File: src/rtl/tiny_riscv_uart_rx.sv
// tiny_riscv_uart_rx: 8N1 serial receiver with a small byte FIFO.
// Line -> 2-flop synchroniser -> bit-timing FSM -> FIFO -> processor read port.
// Sticky overrun/frame-error flags are cleared by firmware.
module tiny_riscv_uart_rx #(
    parameter int CLKS_PER_BIT = 217,
    parameter int FIFO_DEPTH   = 4
) (
    input  logic                          i_Clk,
    input  logic                          i_Rst,
    input  logic                          i_UART_RX,
    input  logic                          i_read_strobe,
    input  logic                          i_clear_errors,
    output logic [7:0]                    o_rx_data,
    output logic                          o_rx_valid,
    output logic [$clog2(FIFO_DEPTH):0]   o_rx_count,
    output logic                          o_overrun,
    output logic                          o_frame_error
);
    localparam int AW   = $clog2(FIFO_DEPTH);
    localparam int TW   = $clog2(CLKS_PER_BIT);
    localparam int HALF = (CLKS_PER_BIT - 1) / 2;
    // Timer reaches its last value exactly HALF cycles after leaving IDLE.
    localparam logic [TW-1:0] T_LAST = TW'(CLKS_PER_BIT - 1);
    localparam logic [TW-1:0] T_LOAD = TW'(CLKS_PER_BIT - HALF);

    typedef enum logic [1:0] {IDLE, START, DATA, STOP} state_t;

    state_t          state_q, state_d;
    logic [TW-1:0]   timer_q, timer_d;
    logic [2:0]      idx_q, idx_d;
    logic [7:0]      shift_q, shift_d;
    logic            sync1_q, sync1_d;
    logic            sync2_q, sync2_d;
    logic [1:0]      fill_q, fill_d;
    logic            rx_prev_q, rx_prev_d;
    logic [AW:0]     wr_ptr_q, wr_ptr_d;
    logic [AW:0]     rd_ptr_q, rd_ptr_d;
    logic            overrun_q, overrun_d;
    logic            frame_err_q, frame_err_d;
    logic [7:0]      mem_q [FIFO_DEPTH];
    logic [7:0]      mem_d [FIFO_DEPTH];

    logic rx_s, rx_fall, tick, empty, full, pop;
    logic push, set_ovr, set_fe;

    // rx_s only counts as a real line sample once both synchroniser stages
    // have captured the pin after reset; this keeps a line held low across
    // reset release from looking like a start edge.
    assign rx_s    = sync2_q;
    assign rx_fall = fill_q[1] & rx_prev_q & ~rx_s;
    assign tick    = (timer_q == T_LAST);
    assign empty   = (wr_ptr_q == rd_ptr_q);
    assign full    = (wr_ptr_q[AW] != rd_ptr_q[AW]) &&
                     (wr_ptr_q[AW-1:0] == rd_ptr_q[AW-1:0]);
    assign pop     = i_read_strobe & ~empty;

    assign o_rx_valid    = ~empty;
    assign o_rx_count    = wr_ptr_q - rd_ptr_q;
    assign o_rx_data     = empty ? 8'h00 : mem_q[rd_ptr_q[AW-1:0]];
    assign o_overrun     = overrun_q;
    assign o_frame_error = frame_err_q;

    // Receive FSM: start detect, mid-bit sampling, stop-bit disposition.
    always_comb begin
        state_d = state_q;
        timer_d = timer_q;
        idx_d   = idx_q;
        shift_d = shift_q;
        push    = 1'b0;
        set_ovr = 1'b0;
        set_fe  = 1'b0;
        case (state_q)
            IDLE: begin
                if (rx_fall) begin
                    state_d = START;
                    timer_d = T_LOAD;
                end
            end
            START: begin
                if (tick) begin
                    timer_d = '0;
                    if (rx_s) begin
                        state_d = IDLE;
                    end else begin
                        state_d = DATA;
                        idx_d   = 3'd0;
                    end
                end else begin
                    timer_d = timer_q + TW'(1);
                end
            end
            DATA: begin
                if (tick) begin
                    timer_d = '0;
                    shift_d = {rx_s, shift_q[7:1]};
                    idx_d   = idx_q + 3'd1;
                    if (idx_q == 3'd7) begin
                        state_d = STOP;
                    end
                end else begin
                    timer_d = timer_q + TW'(1);
                end
            end
            STOP: begin
                if (tick) begin
                    timer_d = '0;
                    state_d = IDLE;
                    if (!rx_s) begin
                        set_fe = 1'b1;
                    end else if (!full || pop) begin
                        // A pop on the same edge frees the slot in a full FIFO.
                        push = 1'b1;
                    end else begin
                        set_ovr = 1'b1;
                    end
                end else begin
                    timer_d = timer_q + TW'(1);
                end
            end
            default: state_d = IDLE;
        endcase
    end

    // Synchroniser, FIFO pointers/storage and sticky error flags.
    always_comb begin
        sync1_d     = i_UART_RX;
        sync2_d     = sync1_q;
        fill_d      = {fill_q[0], 1'b1};
        rx_prev_d   = fill_q[1] ? rx_s : rx_prev_q;
        wr_ptr_d    = wr_ptr_q + (AW+1)'(push);
        rd_ptr_d    = rd_ptr_q + (AW+1)'(pop);
        mem_d       = mem_q;
        if (push) begin
            mem_d[wr_ptr_q[AW-1:0]] = shift_q;
        end
        // A set event in the same cycle as a clear leaves the flag set.
        overrun_d   = (overrun_q & ~i_clear_errors) | set_ovr;
        frame_err_d = (frame_err_q & ~i_clear_errors) | set_fe;
    end

    // Control and status registers with asynchronous reset.
    always_ff @(posedge i_Clk or posedge i_Rst) begin
        if (i_Rst) begin
            state_q     <= IDLE;
            timer_q     <= '0;
            idx_q       <= 3'd0;
            shift_q     <= 8'h00;
            sync1_q     <= 1'b1;
            sync2_q     <= 1'b1;
            fill_q      <= 2'b00;
            rx_prev_q   <= 1'b0;
            wr_ptr_q    <= '0;
            rd_ptr_q    <= '0;
            overrun_q   <= 1'b0;
            frame_err_q <= 1'b0;
        end else begin
            state_q     <= state_d;
            timer_q     <= timer_d;
            idx_q       <= idx_d;
            shift_q     <= shift_d;
            sync1_q     <= sync1_d;
            sync2_q     <= sync2_d;
            fill_q      <= fill_d;
            rx_prev_q   <= rx_prev_d;
            wr_ptr_q    <= wr_ptr_d;
            rd_ptr_q    <= rd_ptr_d;
            overrun_q   <= overrun_d;
            frame_err_q <= frame_err_d;
        end
    end

    // FIFO storage; contents are only visible through valid pointers.
    always_ff @(posedge i_Clk) begin
        mem_q <= mem_d;
    end
endmodule

File: config.mk
export PLATFORM = sky130hd
export DESIGN_NAME = tiny_riscv_uart_rx
export DESIGN_NICKNAME = d
export VERILOG_FILES = /design/src/rtl/tiny_riscv_uart_rx.sv
export SDC_FILE = /design/constraint.sdc
export NUM_CORES = 1
export LEC_CHECK = 0
export ABC_CLOCK_PERIOD_IN_PS = 6000
export CAP_MARGIN = 20
export CORE_MARGIN = 1.5
export CORE_UTILIZATION = 55
export DETAILED_ROUTE_END_ITERATION = 7
export MAX_ROUTING_LAYER = met4
export PLACE_DENSITY = 0.79
export SLEW_MARGIN = 20
export SYNTH_ARGS = -nofsm -noshare
export SYNTH_HDL_FRONTEND = slang
export SYNTH_SLANG_ARGS = --single-unit
File: constraint.sdc
create_clock -name i_Clk -period 6 [get_ports i_Clk]
set_input_delay 0.6 -clock i_Clk [delete_from_list [all_inputs] [get_ports i_Clk]]
set_output_delay 0.6 -clock i_Clk [all_outputs]
set_load 0.005 [all_outputs]
==> impl_metrics.tcl <==
set metrics [dict create \
    status "finished, final reports clean" \
    nNetsFinal 239 \
    crit_family "flip-flops" \
    final_area_sq_mm 0.00337 \
    drive_gt1_frac 0.224 \
    maxCapViolations 0 \
    row_count 26 \
    ios 19 \
    core_sq_mm 0.00511 \
    path_max_fanout 10 \
    ctsHtreeMaxLevel 3 \
    die_x_microns 75.8 \
    vias_per_cell 5.42 \
    drt_first_iter_violations 73 \
    peakVddDrop_v 0.000195 \
    ys_types 46 \
    cts_tree "done" \
    drcViolationCount 0 \
    setup_tns_ns 0 \
    hold_violations 0 \
    post_cts_buffers 0 \
    ys_ff_latch 66 \
    dominantRegCellSynth "edfxtp_1" \
    fill_cells 360 \
    critPathRequiredTime_ns 5.40 \
    gr-usage-all-layers 0.192 \
    crit_slowest_cell "dfrtp_1" \
    finalCriticalPeriod_ns 2.98 \
    place.port_buffers 18 \
    cp-start-kind "register" \
    tightest_slew_ns 1.05 \
    power_density_mw_per_mm2 365 \
    synth_fp_nets 215 \
    cts.path.max_buffers 2 \
    relSlewSlack 0.297 \
    hold_path.class "reg -> reg" \
    cts-root-buf "clkbuf_8" \
    vias 1616 \
    finalMaxSlewViolations 0 \
    synth_edf_count 32 \
    rsz0062_at_grt "false" \
    die_area_sq_mm 0.00575 \
    async_flop_share 0.515 \
    clock_sinks 66 \
    cts_made_buffers 9 \
    setup_viol 0 \
    gr-total-overflow 0 \
    p_leak_nw 1.36 \
    path_class "reg -> out" \
    antenna_found_initial 0 \
    cts_resized 0 \
    finClkSkew_ns 0.00549 \
    grt_max_degree 35 \
    clkTransAtPathRegs_ns 0.07 \
    grt_pass1_vias 1585 \
    seqCellArea_sq_mm 0.00181 \
    slowest_delay_ns 0.69 \
    yosysSeqAreaShare 0.622 \
    antenna_cells 0 \
    dr.pass1.iters 4 \
    route.final.wire_length_mm 4.55 \
    place_area_sq_mm 0.00315 \
    start_util 0.571 \
    max_freq_mhz 335 \
    postRouteAntennaNets 0 \
    dp_worst_setup_slack_ns 3.15 \
    cp-end-kind "output port" \
    routabilityCongestion 0.837 \
    syn_avg_cell_area_sq_um 14.7 \
    synth_cells 199 \
    yosys_warnings 0 \
    synthesis.area_sq_mm 0.00292 \
    path_cells "ha_1 -> and3_1 -> nor2b_1 -> clkdlybuf4s50_1" \
    grt_first_pass_wirelength_mm 7.51 \
    arrival_ns 2.38 \
    syn_to_final_growth_pct 15.4 \
    clk_latency_ns 0.34 \
    die_y_microns 75.8 \
    multi_input_area_sq_mm 0.00101 \
    setup_slack_ns 3.02 \
    cts_hold_buf 0 \
    routedWlPerCell_microns 15.3 \
    dp_hpwl_mm 3.12 \
    path_buf_inv 1 \
    finalCritPeriodShare 0.497 \
]
[cells in the final DEF, fill, tap and decap left out, types with 2 or more instances in the layout]
cell	n
inv_1	16
nand3_1	8
nor3_1	4
o221a_2	2
nor2_1	3
ha_1	10
clkdlybuf4s50_1	18
xor2_1	3
and3_2	2
nand2_1	8
edfxtp_1	32
dfrtp_1	32
nor3_2	3
a21o_1	3
clkbuf_8	10
and3_1	2
nor2b_1	9
mux2_4	8
a21oi_1	3
clkinvlp_4	3
xnor2_1	2
dfstp_2	2
mux2_2	2
mux4_2	8
o21ai_0	10
[final timing paths]
path                             startpoint           end  cells after the start  slack (ns)
worst max-delay path            rd_ptr_q[0]  o_rx_data[7]                      4        3.02
worst min-delay path              fill_q[0]     fill_q[1]                      0        0.35
worst max register to register  rd_ptr_q[0]      mem_q[9]                      5        3.23
worst min register to register    fill_q[0]     fill_q[1]                      0        0.35
max in group asynchronous             i_Rst          rx_s                      3        5.02
min in group asynchronous             i_Rst    timer_q[7]                      3        0.65
[per-layer routing]
layer	global-route usage	share of wire
met1	0.249	0.48
met2	0.282	0.47
met3	0.0516	0.029
met4	0.0952	0.024
met5	-	0
[cells in the mapped netlist, types with 3 or more instances]
library cell | count | area, sq um
a21o_1 | 3 | 22.5
a21oi_1 | 3 | 15.0
clkbuf_1 | 3 | 11.3
dfrtp_1 | 32 | 801
edfxtp_1 | 32 | 961
ha_1 | 10 | 125
inv_1 | 16 | 60.1
mux2_4 | 8 | 120
mux4_2 | 8 | 180
nand2_1 | 8 | 30.0
nand3_1 | 8 | 40.0
nor2_1 | 3 | 11.3
nor2b_1 | 9 | 56.3
nor3_1 | 7 | 35.0
o21ai_0 | 10 | 50.1
xor2_1 | 3 | 26.3
[worst reg2reg max path: stages, from the launching register on]
cell and delay [ns]:
dfrtp_1 0.69, ha_1 0.36, nand2_1 0.07, nor3_1 0.05, or3_4 0.42, nor3_1 0.81
[power breakdown]
group	switching (W)	internal [W]
registers	0.0000554	0.000499
clock network	0.000170	0.000203
logic	0.000104	0.000197
total	0.000330	0.000899
[per-stage QoR]
| stage | hold WS (ns) | total power [W] | std cells | utilization |
|---|---|---|---|---|
| floorplan | 0.331 | 0.000726 | 199 | - |
| global placement | 0.332 | 0.000859 | 282 | 0.616 |
| detailed placement | 0.337 | 0.000867 | 282 | 0.616 |
| CTS | 0.357 | 0.00124 | 298 | 0.656 |
| global route | 0.360 | 0.00130 | 298 | 0.659 |
| finish | 0.353 | 0.00123 | 298 | 0.659 |
[layout make-up]
type | instances | area share
inverter | 16 | 0.0178
sequential | 66 | 0.539
clock buffer | 10 | 0.0409
multi-input combinational | 111 | 0.301
tap | 70 | 0.0260
timing repair buffer | 19 | 0.0557
clock inverter | 6 | 0.0197
[cell families after synthesis]
| kind of cell | Yosys count | synth area share |
|---|---|---|
| buffers and inverters | 22 | 0.0356 |
| XOR/XNOR | 5 | 0.0150 |
| flip-flops | 66 | 0.622 |
| multiplexers | 19 | 0.114 |
| adder cells (fa/ha/maj) | 11 | 0.0498 |
| AO/OA/AOI/OAI | 24 | 0.0553 |
| other | 1 | 0.00129 |
| AND/OR/NAND/NOR | 51 | 0.107 |
[registers in the layout, indices dropped and copies added, names as in the netlist, named ones only]
register,count
mem_q,32
timer_q,8
rd_ptr_q,3
idx_q,3
rx_s,1
shift_q,8
wr_ptr_q,3
state_q,1
rx_prev_q,1
fill_q,2
sync1_q,1
o_overrun,1
o_frame_error,1
(Power assumes the default switching activity.)
